===== src/rtl/mastermind_if.sv =====
// Guess/feedback channel between the Mastermind code-breaker and the game datapath.
// The guesser drives guesses. The game side accepts each guess and answers with red/white pegs.
interface mastermind_if;
    logic [11:0] guess;
    logic        guess_valid;
    logic        guess_ready;
    logic        feedback_valid;
    logic [2:0]  red;
    logic [2:0]  white;

    modport master (
        output guess,
        output guess_valid,
        input  guess_ready,
        input  feedback_valid,
        input  red,
        input  white
    );

    modport slave (
        input  guess,
        input  guess_valid,
        output guess_ready,
        output feedback_valid,
        output red,
        output white
    );
endinterface


===== src/rtl/mastermind_solver.sv =====
// Automatic Mastermind code-breaker. It scans codes upward from the last guess and offers the
// first code that is consistent with every stored guess/feedback pair.
module mastermind_solver #(
    parameter int MAX_GUESSES = 8
) (
    input  logic                clk,
    input  logic                reset,
    input  logic                start,
    mastermind_if.master        game,
    output logic [3:0]          guess_count,
    output logic                busy,
    output logic                done,
    output logic                solved,
    output logic                error
);

    localparam int IDX_W = (MAX_GUESSES > 1) ? $clog2(MAX_GUESSES) : 1;
    localparam int CNT_W = $clog2(MAX_GUESSES + 1);

    typedef enum logic [2:0] {
        S_IDLE,
        S_SEARCH,
        S_OFFER,
        S_WAIT_FB,
        S_DONE,
        S_ERROR
    } state_t;

    state_t           state, state_n;
    logic [11:0]      cand, cand_n;
    logic [11:0]      guess_q, guess_n;
    logic [IDX_W-1:0] idx, idx_n;
    logic [CNT_W-1:0] hist_cnt, hist_cnt_n;
    logic [3:0]       count_n;
    logic             done_n, solved_n, error_n;
    logic             hist_we;

    logic [11:0]      hist_guess [MAX_GUESSES];
    logic [2:0]       hist_red   [MAX_GUESSES];
    logic [2:0]       hist_white [MAX_GUESSES];

    logic [5:0]       cand_score;
    logic             hist_hit;
    logic             idx_last;
    logic [3:0]       fb_sum;
    logic             fb_illegal;

    // Standard Mastermind scoring. White counts the shared colours minus the exact hits.
    function automatic logic [5:0] score(input logic [11:0] a, input logic [11:0] b);
        logic [2:0] r;
        logic [2:0] total;
        logic [2:0] ca;
        logic [2:0] cb;
        r     = 3'd0;
        total = 3'd0;
        for (int i = 0; i < 4; i++) begin
            if (a[3*i +: 3] == b[3*i +: 3]) r = r + 3'd1;
        end
        for (int c = 0; c < 8; c++) begin
            ca = 3'd0;
            cb = 3'd0;
            for (int i = 0; i < 4; i++) begin
                if (a[3*i +: 3] == 3'(c)) ca = ca + 3'd1;
                if (b[3*i +: 3] == 3'(c)) cb = cb + 3'd1;
            end
            total = total + ((ca < cb) ? ca : cb);
        end
        return {r, total - r};
    endfunction

    assign cand_score = score(cand, hist_guess[idx]);
    assign hist_hit   = (cand_score == {hist_red[idx], hist_white[idx]});
    assign idx_last   = ((CNT_W'(idx) + CNT_W'(1)) == hist_cnt);
    assign fb_sum     = {1'b0, game.red} + {1'b0, game.white};
    assign fb_illegal = (game.red > 3'd4) || (fb_sum > 4'd4) ||
                        ((game.red == 3'd3) && (game.white == 3'd1));

    assign game.guess       = guess_q;
    assign game.guess_valid = (state == S_OFFER);
    assign busy             = (state == S_SEARCH) || (state == S_OFFER) || (state == S_WAIT_FB);

    always_ff @(posedge clk) begin
        if (reset) begin
            state       <= S_IDLE;
            cand        <= '0;
            idx         <= '0;
            hist_cnt    <= '0;
            guess_q     <= '0;
            guess_count <= '0;
            done        <= 1'b0;
            solved      <= 1'b0;
            error       <= 1'b0;
        end else begin
            state       <= state_n;
            cand        <= cand_n;
            idx         <= idx_n;
            hist_cnt    <= hist_cnt_n;
            guess_q     <= guess_n;
            guess_count <= count_n;
            done        <= done_n;
            solved      <= solved_n;
            error       <= error_n;
        end
    end

    // History contents need no reset because only entries below hist_cnt are ever read.
    always_ff @(posedge clk) begin
        if (hist_we) begin
            hist_guess[hist_cnt[IDX_W-1:0]] <= cand;
            hist_red[hist_cnt[IDX_W-1:0]]   <= game.red;
            hist_white[hist_cnt[IDX_W-1:0]] <= game.white;
        end
    end

    always_comb begin
        state_n    = state;
        cand_n     = cand;
        idx_n      = idx;
        hist_cnt_n = hist_cnt;
        guess_n    = guess_q;
        count_n    = guess_count;
        done_n     = done;
        solved_n   = solved;
        error_n    = error;
        hist_we    = 1'b0;

        case (state)
            S_IDLE, S_DONE, S_ERROR: begin
                if (start) begin
                    hist_cnt_n = '0;
                    cand_n     = '0;
                    idx_n      = '0;
                    count_n    = '0;
                    done_n     = 1'b0;
                    solved_n   = 1'b0;
                    error_n    = 1'b0;
                    state_n    = S_SEARCH;
                end
            end

            S_SEARCH: begin
                if (hist_cnt == '0) begin
                    guess_n = cand;
                    state_n = S_OFFER;
                end else if (hist_hit) begin
                    if (idx_last) begin
                        guess_n = cand;
                        state_n = S_OFFER;
                    end else begin
                        idx_n = idx + IDX_W'(1);
                    end
                end else if (cand == 12'hFFF) begin
                    // The scan never wraps, so running off the top means the feedback contradicts itself.
                    error_n = 1'b1;
                    state_n = S_ERROR;
                end else begin
                    cand_n = cand + 12'd1;
                    idx_n  = '0;
                end
            end

            S_OFFER: begin
                if (game.guess_ready) begin
                    count_n = guess_count + 4'd1;
                    state_n = S_WAIT_FB;
                end
            end

            S_WAIT_FB: begin
                if (game.feedback_valid) begin
                    if (fb_illegal) begin
                        error_n = 1'b1;
                        state_n = S_ERROR;
                    end else begin
                        hist_we    = 1'b1;
                        hist_cnt_n = hist_cnt + CNT_W'(1);
                        if (game.red == 3'd4) begin
                            done_n   = 1'b1;
                            solved_n = 1'b1;
                            state_n  = S_DONE;
                        end else if (guess_count == 4'(MAX_GUESSES)) begin
                            done_n  = 1'b1;
                            state_n = S_DONE;
                        end else if (cand == 12'hFFF) begin
                            error_n = 1'b1;
                            state_n = S_ERROR;
                        end else begin
                            cand_n  = cand + 12'd1;
                            idx_n   = '0;
                            state_n = S_SEARCH;
                        end
                    end
                end
            end

            default: state_n = S_IDLE;
        endcase
    end

endmodule


===== src/flat_wrapper.sv =====
// flat-port wrapper written by rule: the top's interface ports become plain ports
module mastermind_solver_flat 
#(
    parameter int MAX_GUESSES = 8
)
  (clk, reset, start, guess_count, busy, done, solved, error, game_guess, game_guess_valid, game_guess_ready, game_feedback_valid, game_red, game_white);
  mastermind_if game_i ();
  input  logic clk;
  input  logic reset;
  input  logic start;
  output logic [3:0] guess_count;
  output logic busy;
  output logic done;
  output logic solved;
  output logic error;
  output wire logic [$bits(game_i.guess)-1:0] game_guess;
  output wire logic [$bits(game_i.guess_valid)-1:0] game_guess_valid;
  input wire logic [$bits(game_i.guess_ready)-1:0] game_guess_ready;
  input wire logic [$bits(game_i.feedback_valid)-1:0] game_feedback_valid;
  input wire logic [$bits(game_i.red)-1:0] game_red;
  input wire logic [$bits(game_i.white)-1:0] game_white;
  assign game_guess = game_i.guess;
  assign game_guess_valid = game_i.guess_valid;
  assign game_i.guess_ready = game_guess_ready;
  assign game_i.feedback_valid = game_feedback_valid;
  assign game_i.red = game_red;
  assign game_i.white = game_white;
  mastermind_solver #(.MAX_GUESSES(MAX_GUESSES)) u_core (.clk(clk), .reset(reset), .start(start), .game(game_i), .guess_count(guess_count), .busy(busy), .done(done), .solved(solved), .error(error));
endmodule

===== config.mk =====
export PLATFORM = sky130hd
export DESIGN_NAME = mastermind_solver_flat
export DESIGN_NICKNAME = d
export VERILOG_FILES = /design/src/rtl/mastermind_if.sv /design/src/rtl/mastermind_solver.sv /design/src/flat_wrapper.sv
export SDC_FILE = /design/constraint.sdc
export NUM_CORES = 1
export LEC_CHECK = 0
export CAP_MARGIN = 0
export CORE_AREA = 2 2 158 191
export DETAILED_ROUTE_END_ITERATION = 12
export DIE_AREA = 0 0 160 193
export PLACE_DENSITY = 0.58
export SLEW_MARGIN = 20
export SYNTH_ARGS = -nofsm -noshare
export SYNTH_HDL_FRONTEND = slang
export SYNTH_SLANG_ARGS = --single-unit

===== constraint.sdc =====
create_clock -name clk -period 11.6 [get_ports clk]
set_input_delay 2.32 -clock clk [delete_from_list [all_inputs] [get_ports clk]]
set_output_delay 2.32 -clock clk [all_outputs]
set_load 0.05 [all_outputs]

; After elaboration in Yosys (flattened, before gate mapping)
; Memory sizes are Yosys's and may differ from the RTL's. A register that Yosys moved wholly into a read port is not among the register bits.
; Index checks and enable logic that the tools add are counted.
[op_classes]
add_sub_neg = 65
order_cmp = 10
n_eq_ne = 87
n_mux = 145
reduce_logical = 30
[ops]
columns = op, n
row1 = two-way mux 3 bit, 85
row2 = two-way mux 12 bit, 11
row3 = adder 3 x 1 -> 3 bit (second input constant), 35
row4 = == test 3 bit (second input constant), 35
row5 = == test 3 x 2 -> 1 bit (second input constant), 19
row6 = two-way mux 1 bit, 37
row7 = one-hot mux 12 bit (3 select lines), 1
row8 = adder 1 x 1 -> 2 bit (second input constant), 17
row9 = == test 3 x 1 -> 1 bit (second input constant), 10
row10 = zero test 3 bit, 9
row11 = less-than comparator 3 bit, 8
row12 = adder 3 bit, 7
row13 = two-way mux 4 bit, 4
row14 = inequality test 2 bit (second input constant), 8
row15 = one-hot mux 4 bit (2 select lines), 2
row16 = AND reduction 8 bit, 2
row17 = AND reduction 5 bit, 3
row18 = adder 12 x 1 -> 12 bit (second input constant), 1
row19 = == test 12 bit (second input constant), 1
row20 = == test 3 bit, 4
row21 = one-hot mux 3 bit (4 select lines), 1
row22 = one-hot mux 3 bit (3 select lines), 1
row23 = adder 4 x 1 -> 4 bit (second input constant), 2
row24 = nonzero test 2 bit, 4
row25 = 23 further kinds, 30
[totals]
regBits = 41
mem_bits_rw = 144
input_bits = 11
word_cells = 349
mem_count = 3
[memory_table]
columns = memory, words, width, rd, rd_ports_with_merged_regs, wr, line_no
row1 = u_core.hist_guess, 8, 12, 1, 1, 1, mastermind_solver.sv:38  ; logic [11:0] hist_guess [MAX_GUESSES];
row2 = u_core.hist_red, 8, 3, 1, 1, 1, mastermind_solver.sv:39  ; logic [2:0] hist_red [MAX_GUESSES];
row3 = u_core.hist_white, 8, 3, 1, 1, 1, mastermind_solver.sv:40  ; logic [2:0] hist_white [MAX_GUESSES];

; Logic depth before layout (Yosys ltp)
; Gate-level depths: netlist of the first run.
[depth]
depth_word = 24
ltp_mapped = 37

; Worst setup path before layout of the first run
; Ideal clock, no wire load.
[synth_timing]
path_type = reg2reg
start = reg with a tool-made name
end = reg u_core.state[2]
setup_ps = 123
arrival_ps = 8256
t_required_ps = 11477
slack_ps = 3220
stages_incl_launch_ff = 36
path_buffers = 3
path_cell_list = dfxtp_1 -> buf_4 -> buf_2 -> buf_1 -> mux4_2 -> mux2i_1 -> nor2_1 -> nand2_1 -> inv_1 -> ha_1 -> xnor2_1 -> inv_1 -> ha_1 -> mux2_2 -> inv_1 -> ha_1 -> a21oi_1 -> nor2_1 -> nor2_1 -> mux2_2 -> fa_1 -> fa_1 -> inv_1 -> fa_1 -> ha_1 -> xor2_1 -> xnor2_1 -> xnor2_1 -> xnor2_1 -> xnor2_1 -> nor3b_1 -> mux2i_1 -> a21o_1 -> a2111oi_2 -> a211oi_1 -> mux2_1
[synth_lines]
columns = item, line_no
row1 = end signal: assignment, mastermind_solver.sv:94  ; state <= state_n;
row2 = end: declaration, mastermind_solver.sv:29  ; state_t state, state_n;

==> results of run 1 <==
==> routing by layer <==
metal	up-vias	track usage, %
li1	3662	-
met1	3621	21.41
met2	93	31.95
met3	22	2.139
met4	0	5.301
met5	-	0
==> critical path: cells and delay by family (launching register included) <==
family | cells | cell delay [ns]
DFF | 1 | 0.31
AOI/OAI and AO/OA | 3 | 1.34
xor gates and xnor gates | 6 | 1.18
adders and majority gates | 7 | 2.43
buffers and inverters | 4 | 0.66
muxes | 5 | 1.82
and+or+nand+nor | 6 | 0.99
==> logic make-up (layout without fill, tap and decap cells) <==
kind of cell               count (synthesis)  in the layout  share of synthesized area [%]
and+or+nand+nor                          311            311                          13.15
DFF                                      188            188                          45.25
buffers and inverters                    116            164                          4.090
muxes                                    111            111                          13.33
adders and majority gates                102            102                          11.75
xor gates and xnor gates                  99             99                          7.538
AOI/OAI and AO/OA                         84             84                          4.895
==> area by class of cell <==
class / instances / area (µm²) / share of cell area [%]
clock buffer: 20 / 436.7 / 3.392
clock inverter: 12 / 136.4 / 1.059
inverter: 84 / 315.3 / 2.449
multi-input combinational: 707 / 5852 / 45.46
sequential: 188 / 5207 / 40.45
tap: 390 / 488.0 / 3.790
timing repair buffer: 48 / 437.9 / 3.402
==> registers in the layout, summed over array words and instances (netlist names), named ones only <==
name                flops
u_core.game.guess      12
u_core.done             1
u_core.hist_red        24
u_core.hist_guess      96
u_core.error            1
u_core.solved           1
u_core.hist_white      24
u_core.idx              3
u_core.hist_cnt         4
u_core.guess_count      4
u_core.cand            12
u_core.state            3
==> where the power goes <==
group / switching [W] / total, W / internal (W)
Sequential: 0.0000292 / 0.000769 / 0.000740
Combinational: 0.000369 / 0.000640 / 0.000271
Clock: 0.000255 / 0.000576 / 0.000321
==> worst paths after layout <==
kind / from / slack [ns] / endpoint
min: u_core.error$_SDFFE_PP0P_ / 0.47 / u_core.error$_SDFFE_PP0P_
max reg2reg: flop / 2.75 / flop
min reg2reg: u_core.error$_SDFFE_PP0P_ / 0.47 / u_core.error$_SDFFE_PP0P_
max: flop / 2.75 / flop
==> metrics by stage <==
stage	utilization [%]	hold slack (ns)	instances	setup slack, ns	power (W)
6_report	44.12	0.4724	1449	2.753	0.001986
5_1_grt	44.12	0.5040	1449	2.123	0.002106
4_1_cts	44.12	0.4822	1449	2.707	0.002002
3_5_place_dp	42.15	0.4617	1417	2.755	0.001424
3_3_place_gp	42.15	0.4391	1417	2.889	0.001422
2_1_floorplan	-	0.5020	1011	3.220	0.001267
==> synthesized netlist by cell type, types with 19 or more instances <==
library cell               number
sky130_fd_sc_hd__edfxtp_1     144
sky130_fd_sc_hd__nor2_1       101
sky130_fd_sc_hd__ha_1          92
sky130_fd_sc_hd__inv_1         84
sky130_fd_sc_hd__nand2_1       75
sky130_fd_sc_hd__xnor2_1       68
sky130_fd_sc_hd__mux2i_1       53
sky130_fd_sc_hd__dfxtp_1       44
sky130_fd_sc_hd__xor2_1        31
sky130_fd_sc_hd__mux2_2        26
sky130_fd_sc_hd__mux4_2        25
sky130_fd_sc_hd__nand3_1       25
sky130_fd_sc_hd__clkbuf_1      23
sky130_fd_sc_hd__a21oi_1       22
sky130_fd_sc_hd__nor3_1        19
==> run_summary.xml, run 1 <==
<?xml version="1.0" encoding="UTF-8"?>
<metrics>
  <group name="worst_setup_path">
    <metric name="worstPathRequired" unit="ns">11.92</metric>
    <metric name="critPathMaxStageDelay" unit="ns">0.88</metric>
    <metric name="slowest_stage" unit="">sky130_fd_sc_hd__a211oi_2</metric>
    <metric name="reg2reg_depth" unit="">31</metric>
    <metric name="worst-setup-path-type" unit="">reg -&gt; reg</metric>
    <metric name="timing.critical_path.arrival" unit="ns">9.16</metric>
    <metric name="launching_element_type_of_the_critical_path" unit="">flop</metric>
    <metric name="cp-end-kind" unit="">flop</metric>
    <metric name="maximum_fanout_encountered_on_the_critical_timing_path" unit="">30</metric>
  </group>
  <group name="die">
    <metric name="die_h" unit="µm">193</metric>
    <metric name="die_w" unit="µm">160</metric>
    <metric name="coreArea" unit="µm²">29180</metric>
    <metric name="i_o_pins" unit="">32</metric>
    <metric name="initial_core_util" unit="%">39.42</metric>
    <metric name="std_cell_rows" unit="">69</metric>
    <metric name="area_of_the_die" unit="µm²">30880</metric>
  </group>
  <group name="timing">
    <metric name="final_max_tran_viols" unit="">0</metric>
    <metric name="setup_repair_after_global_routing_missed_its_margin" unit="">no</metric>
    <metric name="timing.final.crit_share" unit="%">76.27</metric>
    <metric name="finalSetupViolCount" unit="">0</metric>
    <metric name="final_critical_path_time_including_i_o_delays_and_setup" unit="ns">8.847</metric>
    <metric name="timing_worst_slew_pin_value" unit="ns">1.092</metric>
    <metric name="skew" unit="ns">0.01400</metric>
    <metric name="timing.final.hold_violations" unit="">0</metric>
    <metric name="fmax" unit="MHz">113.0</metric>
    <metric name="worst_slew_margin_rel" unit="%">27.12</metric>
    <metric name="setup_total_negative_slack" unit="ns">0</metric>
  </group>
  <group name="synth">
    <metric name="synth_area" unit="µm²">11500</metric>
    <metric name="synth_top_area_share" unit="%">37.59</metric>
    <metric name="synth_fp_nets" unit="">1124</metric>
    <metric name="asyncSetResetFlopFracSynth" unit="%">0</metric>
    <metric name="synthDistinctLibCells" unit="">63</metric>
    <metric name="syn-instance-count" unit="">1011</metric>
    <metric name="synth-edff-count" unit="">144</metric>
    <metric name="yosys.area.top_type" unit="">sky130_fd_sc_hd__edfxtp_1</metric>
    <metric name="synth-seq-area-share" unit="%">45.25</metric>
    <metric name="postSynthRegisterBits" unit="">188</metric>
    <metric name="synth_top_flop_cell" unit="">sky130_fd_sc_hd__edfxtp_1</metric>
    <metric name="synth.top_cells.by_area" unit="">sky130_fd_sc_hd__edfxtp_1, sky130_fd_sc_hd__ha_1, sky130_fd_sc_hd__dfxtp_1, sky130_fd_sc_hd__xnor2_1, sky130_fd_sc_hd__mux4_2</metric>
    <metric name="avgSynthCellArea" unit="µm²">11.38</metric>
    <metric name="ys.warnings.count" unit="">0</metric>
  </group>
  <group name="flow_run">
    <metric name="cap_viol_max_count" unit="">0</metric>
  </group>
  <group name="worst_hold_path">
    <metric name="worst_hold_path.num_cells" unit="">2</metric>
    <metric name="worst_hold_path_type" unit="">reg -&gt; reg</metric>
  </group>
  <group name="cts">
    <metric name="max_root_sink_buffers" unit="">2</metric>
    <metric name="cts_max_level" unit="">4</metric>
    <metric name="clock_transition_at_the_register_clock_pins_on_the_worst_setup_and_hold_paths_after_cts" unit="ns">0.06</metric>
    <metric name="postCtsSetupRepairBufs" unit="">0</metric>
    <metric name="clkLatencyLatePin" unit="ns">0.44</metric>
    <metric name="cts-hold-fix-buffers" unit="">0</metric>
    <metric name="root_buffer" unit="">sky130_fd_sc_hd__clkbuf_16</metric>
    <metric name="tritoncts_num_sinks" unit="">188</metric>
    <metric name="cts_tree" unit="">yes</metric>
    <metric name="postCtsResizedCells" unit="">0</metric>
    <metric name="cts_buffers" unit="">17</metric>
  </group>
  <group name="global_route">
    <metric name="antenna_found_initial" unit="">0</metric>
    <metric name="grt_remaining_overflow" unit="">0</metric>
    <metric name="first_global_vias" unit="">7319</metric>
    <metric name="overall_global_routing_resource_usage" unit="%">17.36</metric>
    <metric name="grt_max_degree" unit="">33</metric>
    <metric name="grt_first_pass_wirelength" unit="mm">40.84</metric>
  </group>
  <group name="placed_design">
    <metric name="detailed_place_hpwl" unit="mm">18.21</metric>
    <metric name="dpl_cell_area" unit="µm²">12300</metric>
    <metric name="count_of_buffers_inserted_at_the_top_level_ports" unit="">31</metric>
    <metric name="gp_congestion" unit="">0.8186</metric>
  </group>
  <group name="drt">
    <metric name="met2RoutedLength" unit="mm">13.31</metric>
    <metric name="m1WireLength" unit="mm">11.29</metric>
    <metric name="pre_repair_dr_iteration_count" unit="">5</metric>
    <metric name="top_layer_used" unit="">met4</metric>
    <metric name="routed_wl" unit="mm">25.65</metric>
    <metric name="met3_length" unit="µm">573</metric>
    <metric name="dr_total_vias" unit="">7398</metric>
    <metric name="detailedRoute.firstIterationViolations" unit="">483</metric>
    <metric name="antenna_left" unit="">0</metric>
    <metric name="avgViaCountPerCell" unit="">5.106</metric>
    <metric name="routed_wire_length_per_instance" unit="µm">17.70</metric>
    <metric name="remaining_drcs" unit="">0</metric>
  </group>
  <group name="power">
    <metric name="power-per-cell-area" unit="nW/µm²">154.2</metric>
    <metric name="power.leakage" unit="nW">4.702</metric>
    <metric name="peakVddDrop" unit="V">0.0001144</metric>
  </group>
  <group name="cells_and_area">
    <metric name="finish.instance_area" unit="µm²">12870</metric>
    <metric name="antenna_cells" unit="">0</metric>
    <metric name="fillers" unit="">2788</metric>
    <metric name="synthToLayoutAreaGrowth" unit="%">11.92</metric>
    <metric name="final_net_count" unit="">1159</metric>
    <metric name="drive_gt1_share" unit="%">11.43</metric>
    <metric name="commonest_cells_after_routing_fill_and_taps_aside" unit="">sky130_fd_sc_hd__edfxtp_1, sky130_fd_sc_hd__nor2_1, sky130_fd_sc_hd__ha_1</metric>
    <metric name="most_common_cell_after_layout_fill_and_taps_aside" unit="">sky130_fd_sc_hd__edfxtp_1</metric>
  </group>
  <group name="outcome">
    <metric name="status" unit="">complete, no violations</metric>
  </group>
</metrics>
(Power assumes the default switching activity.)
==> run 2, diff against run 1 <==
- clock period: 11.6 -> 9 ns (I/O delays scaled with it)
==> run 2 against run 1 <==
Sequential cell count did not move. First-iteration DRC count down 11%. Register-to-register slack worse by 2.0 ns. Highest routed layer unchanged.
==> run_summary.xml, run 2 (synthesis gave the netlist of run 1 again) <==
<?xml version="1.0" encoding="UTF-8"?>
<metrics>
  <group name="cells_and_area">
    <metric name="finish.utilization" unit="%">44.28</metric>
    <metric name="antenna_cells" unit="">0</metric>
    <metric name="final_net_count" unit="">1171</metric>
    <metric name="commonest_cells_after_routing_fill_and_taps_aside" unit="">sky130_fd_sc_hd__edfxtp_1, sky130_fd_sc_hd__nor2_1, sky130_fd_sc_hd__ha_1</metric>
    <metric name="synthToLayoutAreaGrowth" unit="%">12.32</metric>
    <metric name="layout.cells.non_filler" unit="">1458</metric>
    <metric name="drive_gt1_share" unit="%">12.36</metric>
    <metric name="largest_register_ffs" unit="">96</metric>
    <metric name="most_common_cell_after_layout_fill_and_taps_aside" unit="">sky130_fd_sc_hd__edfxtp_1</metric>
  </group>
  <group name="timing">
    <metric name="setup_repair_after_global_routing_missed_its_margin" unit="">no</metric>
    <metric name="final_critical_path_time_including_i_o_delays_and_setup" unit="ns">8.267</metric>
    <metric name="skew" unit="ns">0.009928</metric>
    <metric name="timing.final.hold_violations" unit="">0</metric>
    <metric name="finalSetupViolCount" unit="">0</metric>
    <metric name="final_max_tran_viols" unit="">0</metric>
    <metric name="fmax" unit="MHz">121.0</metric>
    <metric name="timing_worst_slew_pin_value" unit="ns">1.014</metric>
    <metric name="setup_total_negative_slack" unit="ns">0</metric>
    <metric name="worst_slew_margin_rel" unit="%">32.31</metric>
    <metric name="timing.final.crit_share" unit="%">91.86</metric>
    <metric name="final_worst_setup_slack" unit="ns">0.7327</metric>
  </group>
  <group name="global_route">
    <metric name="grt_remaining_overflow" unit="">0</metric>
    <metric name="overall_global_routing_resource_usage" unit="%">17.46</metric>
    <metric name="antenna_found_initial" unit="">0</metric>
    <metric name="grt_max_degree" unit="">28</metric>
    <metric name="grt_first_pass_wirelength" unit="mm">41.22</metric>
    <metric name="first_global_vias" unit="">7397</metric>
  </group>
  <group name="placed_design">
    <metric name="detailed_place_hpwl" unit="mm">18.83</metric>
    <metric name="gp_congestion" unit="">0.8337</metric>
    <metric name="count_of_buffers_inserted_at_the_top_level_ports" unit="">31</metric>
    <metric name="placed_cells_incl_taps" unit="">1429</metric>
    <metric name="minimum_setup_slack_after_placement" unit="ns">0.5510</metric>
  </group>
  <group name="worst_hold_path">
    <metric name="worst_hold_path_type" unit="">reg -&gt; reg</metric>
  </group>
  <group name="cts">
    <metric name="max_root_sink_buffers" unit="">2</metric>
    <metric name="root_buffer" unit="">sky130_fd_sc_hd__clkbuf_16</metric>
    <metric name="clock_transition_at_the_register_clock_pins_on_the_worst_setup_and_hold_paths_after_cts" unit="ns">0.07</metric>
    <metric name="tritoncts_num_sinks" unit="">188</metric>
    <metric name="cts_tree" unit="">yes</metric>
    <metric name="cts_buffers" unit="">17</metric>
    <metric name="clkLatencyLatePin" unit="ns">0.43</metric>
    <metric name="cts_max_level" unit="">4</metric>
  </group>
  <group name="die">
    <metric name="coreArea" unit="µm²">29180</metric>
    <metric name="area_of_the_die" unit="µm²">30880</metric>
    <metric name="i_o_pins" unit="">32</metric>
    <metric name="die_h" unit="µm">193</metric>
    <metric name="initial_core_util" unit="%">39.42</metric>
    <metric name="std_cell_rows" unit="">69</metric>
    <metric name="die_w" unit="µm">160</metric>
  </group>
  <group name="worst_setup_path">
    <metric name="endpoint" unit="">u_core.state[2]$_SDFFE_PP0P_</metric>
    <metric name="register_to_register_path_setup_slack" unit="ns">0.73</metric>
    <metric name="cp_common_cell" unit="">sky130_fd_sc_hd__xnor2_1</metric>
    <metric name="slowest_stage" unit="">sky130_fd_sc_hd__dfxtp_2</metric>
    <metric name="maximum_fanout_encountered_on_the_critical_timing_path" unit="">18</metric>
    <metric name="worstPathRequired" unit="ns">9.32</metric>
    <metric name="cp-end-kind" unit="">flop</metric>
    <metric name="timing.critical_path.arrival" unit="ns">8.59</metric>
    <metric name="launching_element_type_of_the_critical_path" unit="">flop</metric>
    <metric name="critPathMaxStageDelay" unit="ns">0.72</metric>
    <metric name="reg2reg_depth" unit="">32</metric>
    <metric name="reg2reg_to" unit="">u_core.state[2]$_SDFFE_PP0P_</metric>
    <metric name="worst-setup-path-type" unit="">reg -&gt; reg</metric>
  </group>
  <group name="power">
    <metric name="power-per-cell-area" unit="nW/µm²">195.1</metric>
    <metric name="power.leakage" unit="nW">4.740</metric>
    <metric name="peakVddDrop" unit="V">0.0001720</metric>
    <metric name="fin_total_pwr" unit="W">0.002520</metric>
  </group>
  <group name="drt">
    <metric name="routed_wl" unit="mm">25.88</metric>
    <metric name="routed_wire_length_per_instance" unit="µm">17.75</metric>
    <metric name="detailedRoute.firstIterationViolations" unit="">429</metric>
    <metric name="remaining_drcs" unit="">0</metric>
    <metric name="avgViaCountPerCell" unit="">5.088</metric>
    <metric name="dr_total_vias" unit="">7418</metric>
    <metric name="antenna_left" unit="">0</metric>
    <metric name="pre_repair_dr_iteration_count" unit="">5</metric>
  </group>
  <group name="flow_run">
    <metric name="cap_viol_max_count" unit="">0</metric>
  </group>
  <group name="outcome">
    <metric name="status" unit="">complete, no violations</metric>
  </group>
</metrics>
run 2: worst min-delay path by stage:
stage | slack, ns | cells past startpoint | startpoint | end
after global routing | 0.48 | 2 | u_core.error$_SDFFE_PP0P_ | u_core.error$_SDFFE_PP0P_
final | 0.45 | 2 | u_core.error$_SDFFE_PP0P_ | u_core.error$_SDFFE_PP0P_
after detailed placement | 0.44 | 2 | u_core.error$_SDFFE_PP0P_ | u_core.error$_SDFFE_PP0P_
after floorplan | 0.50 | 2 | u_core.idx[1]$_SDFFE_PP0P_ | flop
after global placement | 0.44 | 2 | u_core.error$_SDFFE_PP0P_ | u_core.error$_SDFFE_PP0P_
after CTS | 0.45 | 2 | u_core.error$_SDFFE_PP0P_ | u_core.error$_SDFFE_PP0P_
run 2: critical path: cells and delay by family (launching register included):
family          cells  cell delay [ns]
fa+ha+maj           7             2.47
mux                 5             1.89
xor+xnor            6             1.13
compound gates      4             0.76
flops               1             0.72
simple gates        5             0.65
buf+inv             5             0.54
run 2: power breakdown:
group	internal, W	switching (W)	total, W
combinational	0.000355	0.000484	0.000838
sequential	0.000954	0.0000354	0.000989
clock	0.000377	0.000315	0.000692
total	0.00169	0.000834	0.00252
run 2: through the flow:
stage	hold slack (ns)	cell area, µm²
2_1_floorplan	0.5020	11500
3_3_place_gp	0.4396	12390
3_5_place_dp	0.4424	12390
4_1_cts	0.4517	12920
5_1_grt	0.4761	12920
6_report	0.4490	12920
run 2: routing by layer:
layer | part of all wire, % | global-route usage (%) | wire length, µm
met5 | 0 | 0 | 0
met2 | 53 | 32.60 | 13660
met4 | 1.9 | 5.440 | 499
met1 | 43 | 21.06 | 11160
met3 | 2.2 | 2.225 | 562
run 2: repair_timing:
action | CTS | global route
resized for setup | 0 | 2
hold buffers | 0 | 0
buffers inserted | 0 | 0
setup endpoints to repair | 0 | 6
run 2: final cells by class:
class,count,area [µm²]
clock buffer,19,432.9
clock inverter,10,92.59
fill,2818,16260
inverter,84,315.3
multi-input combinational,707,5852
sequential,188,5211
tap,390,488.0
timing repair buffer,60,528.0
==> run 3, diff against run 2 <==
- CELL_PAD_IN_SITES_DETAIL_PLACEMENT: unset -> 1
- CELL_PAD_IN_SITES_GLOBAL_PLACEMENT: unset -> 1
- PLACE_DENSITY: 0.58 -> 0.68
==> run 3 against run 2 <==
Final cell count increased by 0.34%. Count of clock-buffer cells in the layout did not move. Setup slack lost 0.062 ns. Combinational power increased by 3.8%. Die area unchanged. Critical path type unchanged. Sequential cell count unchanged. Worst hold slack gained 0.0014 ns. Cell area up 1.0%. Sequential share of layout area is 0.42 points lower. Register-to-register slack worse by 0.06 ns. Critical path depth shrank 1. Non-clock buffer count up 2.
==> run_summary.xml, run 3 (synthesis gave the netlist of run 1 again) <==
<?xml version="1.0" encoding="UTF-8"?>
<metrics>
  <group name="outcome">
    <metric name="status" unit="">complete, no violations</metric>
  </group>
  <group name="global_route">
    <metric name="grt_first_pass_wirelength" unit="mm">44.33</metric>
    <metric name="first_global_vias" unit="">8141</metric>
    <metric name="grt_max_degree" unit="">28</metric>
    <metric name="antenna_found_initial" unit="">0</metric>
    <metric name="overall_global_routing_resource_usage" unit="%">18.92</metric>
    <metric name="grt_remaining_overflow" unit="">0</metric>
  </group>
  <group name="drt">
    <metric name="routed_wire_length_per_instance" unit="µm">19.24</metric>
    <metric name="antenna_left" unit="">0</metric>
    <metric name="remaining_drcs" unit="">0</metric>
    <metric name="dr_total_vias" unit="">7663</metric>
    <metric name="routed_wl" unit="mm">28.15</metric>
    <metric name="detailedRoute.firstIterationViolations" unit="">329</metric>
    <metric name="pre_repair_dr_iteration_count" unit="">4</metric>
    <metric name="avgViaCountPerCell" unit="">5.238</metric>
  </group>
  <group name="cts">
    <metric name="cts_max_level" unit="">4</metric>
    <metric name="tritoncts_num_sinks" unit="">188</metric>
    <metric name="clock_transition_at_the_register_clock_pins_on_the_worst_setup_and_hold_paths_after_cts" unit="ns">0.07</metric>
    <metric name="clkLatencyLatePin" unit="ns">0.44</metric>
    <metric name="root_buffer" unit="">sky130_fd_sc_hd__clkbuf_16</metric>
    <metric name="postCtsSetupRepairBufs" unit="">0</metric>
    <metric name="cts_buffers" unit="">17</metric>
    <metric name="max_root_sink_buffers" unit="">2</metric>
    <metric name="cts_tree" unit="">yes</metric>
  </group>
  <group name="worst_setup_path">
    <metric name="timing.critical_path.arrival" unit="ns">8.65</metric>
    <metric name="worstPathRequired" unit="ns">9.33</metric>
    <metric name="critPathMaxStageDelay" unit="ns">0.61</metric>
    <metric name="worst-setup-path-type" unit="">reg -&gt; reg</metric>
    <metric name="maximum_fanout_encountered_on_the_critical_timing_path" unit="">21</metric>
    <metric name="slowest_stage" unit="">sky130_fd_sc_hd__dfxtp_4</metric>
    <metric name="launching_element_type_of_the_critical_path" unit="">flop</metric>
    <metric name="cp_common_cell" unit="">sky130_fd_sc_hd__xnor2_1</metric>
    <metric name="cp-end-kind" unit="">flop</metric>
  </group>
  <group name="timing">
    <metric name="final_critical_path_time_including_i_o_delays_and_setup" unit="ns">8.329</metric>
    <metric name="timing_worst_slew_pin_value" unit="ns">1.036</metric>
    <metric name="setup_repair_after_global_routing_missed_its_margin" unit="">no</metric>
    <metric name="setup_total_negative_slack" unit="ns">0</metric>
    <metric name="final_worst_setup_slack" unit="ns">0.6711</metric>
    <metric name="worst_slew_margin_rel" unit="%">30.81</metric>
    <metric name="finalSetupViolCount" unit="">0</metric>
    <metric name="timing.final.crit_share" unit="%">92.54</metric>
    <metric name="fmax" unit="MHz">120.1</metric>
    <metric name="final_max_tran_viols" unit="">0</metric>
    <metric name="skew" unit="ns">0.01106</metric>
    <metric name="timing.final.hold_violations" unit="">0</metric>
  </group>
  <group name="worst_hold_path">
    <metric name="worst_hold_path_type" unit="">reg -&gt; reg</metric>
  </group>
  <group name="cells_and_area">
    <metric name="drive_gt1_share" unit="%">12.86</metric>
    <metric name="most_common_cell_after_layout_fill_and_taps_aside" unit="">sky130_fd_sc_hd__edfxtp_1</metric>
    <metric name="commonest_cells_after_routing_fill_and_taps_aside" unit="">sky130_fd_sc_hd__edfxtp_1, sky130_fd_sc_hd__nor2_1, sky130_fd_sc_hd__ha_1</metric>
    <metric name="largest_register_ffs" unit="">96</metric>
    <metric name="multi_input_comb_area" unit="µm²">5857</metric>
    <metric name="seq_area" unit="µm²">5210</metric>
    <metric name="antenna_cells" unit="">0</metric>
    <metric name="final_net_count" unit="">1173</metric>
    <metric name="synthToLayoutAreaGrowth" unit="%">13.48</metric>
    <metric name="fillers" unit="">3184</metric>
  </group>
  <group name="placed_design">
    <metric name="gp_congestion" unit="">0.8231</metric>
    <metric name="detailed_place_hpwl" unit="mm">20.66</metric>
    <metric name="count_of_buffers_inserted_at_the_top_level_ports" unit="">31</metric>
    <metric name="minimum_setup_slack_after_placement" unit="ns">0.4520</metric>
  </group>
  <group name="die">
    <metric name="die_w" unit="µm">160</metric>
    <metric name="area_of_the_die" unit="µm²">30880</metric>
    <metric name="i_o_pins" unit="">32</metric>
    <metric name="die_h" unit="µm">193</metric>
    <metric name="coreArea" unit="µm²">29180</metric>
    <metric name="initial_core_util" unit="%">39.42</metric>
    <metric name="std_cell_rows" unit="">69</metric>
  </group>
  <group name="flow_run">
    <metric name="cap_viol_max_count" unit="">0</metric>
  </group>
  <group name="power">
    <metric name="peakVddDrop" unit="V">0.0001426</metric>
    <metric name="power.leakage" unit="nW">4.787</metric>
    <metric name="power-per-cell-area" unit="nW/µm²">205.1</metric>
  </group>
</metrics>
run 3: changes by cell type in the layout (fill, tap and decap cells not counted), sizes merged:
cell      previous run  this run
bufinv               1         4
clkinvlp             1         4
clkinv               4         1
buf                 29        31
run 3: worst max-delay path, delay by kind of cell, from the launching register on:
kind | cells | cell delay (ns)
compound gates | 3 | 0.78
flops | 1 | 0.61
buf+inv | 3 | 0.19
fa+ha+maj | 7 | 2.44
xor+xnor | 6 | 1.21
simple gates | 6 | 0.88
mux | 6 | 2.10
run 3: metrics by stage:
stage	utilization [%]	total power, W	instance area (µm²)	hold slack [ns]	instances
2_1_floorplan	-	0.001633	11500	0.5020	1011
3_3_place_gp	42.51	0.001855	12410	0.4380	1431
3_5_place_dp	42.51	0.001877	12410	0.4459	1431
4_1_cts	44.70	0.002697	13050	0.4565	1463
5_1_grt	44.73	0.002824	13050	0.4858	1463
6_report	44.73	0.002677	13050	0.4504	1463
run 3: worst paths after layout:
kind | start | end | slack [ns] | depth (start not counted)
min reg2reg | u_core.error$_SDFFE_PP0P_ | u_core.error$_SDFFE_PP0P_ | 0.45 | 2
min | u_core.error$_SDFFE_PP0P_ | u_core.error$_SDFFE_PP0P_ | 0.45 | 2
max | flop | u_core.state[0]$_SDFFE_PP0P_ | 0.67 | 31
max reg2reg | flop | u_core.state[0]$_SDFFE_PP0P_ | 0.67 | 31
run 3: area by class of cell:
| type | count | share of cell area [%] |
|---|---|---|
| tap | 390 | 3.739 |
| multi-input combinational | 707 | 44.87 |
| clock inverter | 13 | 1.582 |
| timing repair buffer | 62 | 4.160 |
| sequential | 188 | 39.92 |
| clock buffer | 19 | 3.317 |
| inverter | 84 | 2.416 |
run 3: power by group:
part	switching, W	internal, W
Clock	0.000344	0.000473
Sequential	0.0000364	0.000953
Combinational	0.000514	0.000356
Total	0.000894	0.00178
run 3: layer usage:
layer  up-vias  track usage, %  part of all wire (%)
met5         -               0                     0
met4         0           6.965                   2.7
met3        34           2.717                   3.3
met2       122           35.18                    52
met1      3824           22.31                    42
li1       3683               -                     -
run 3: repair_timing:
item,in CTS,in global routing
endpoints found under the hold margin,0,0
gates resized for setup,0,2
endpoints found under the setup margin,0,10
hold buffers,0,0
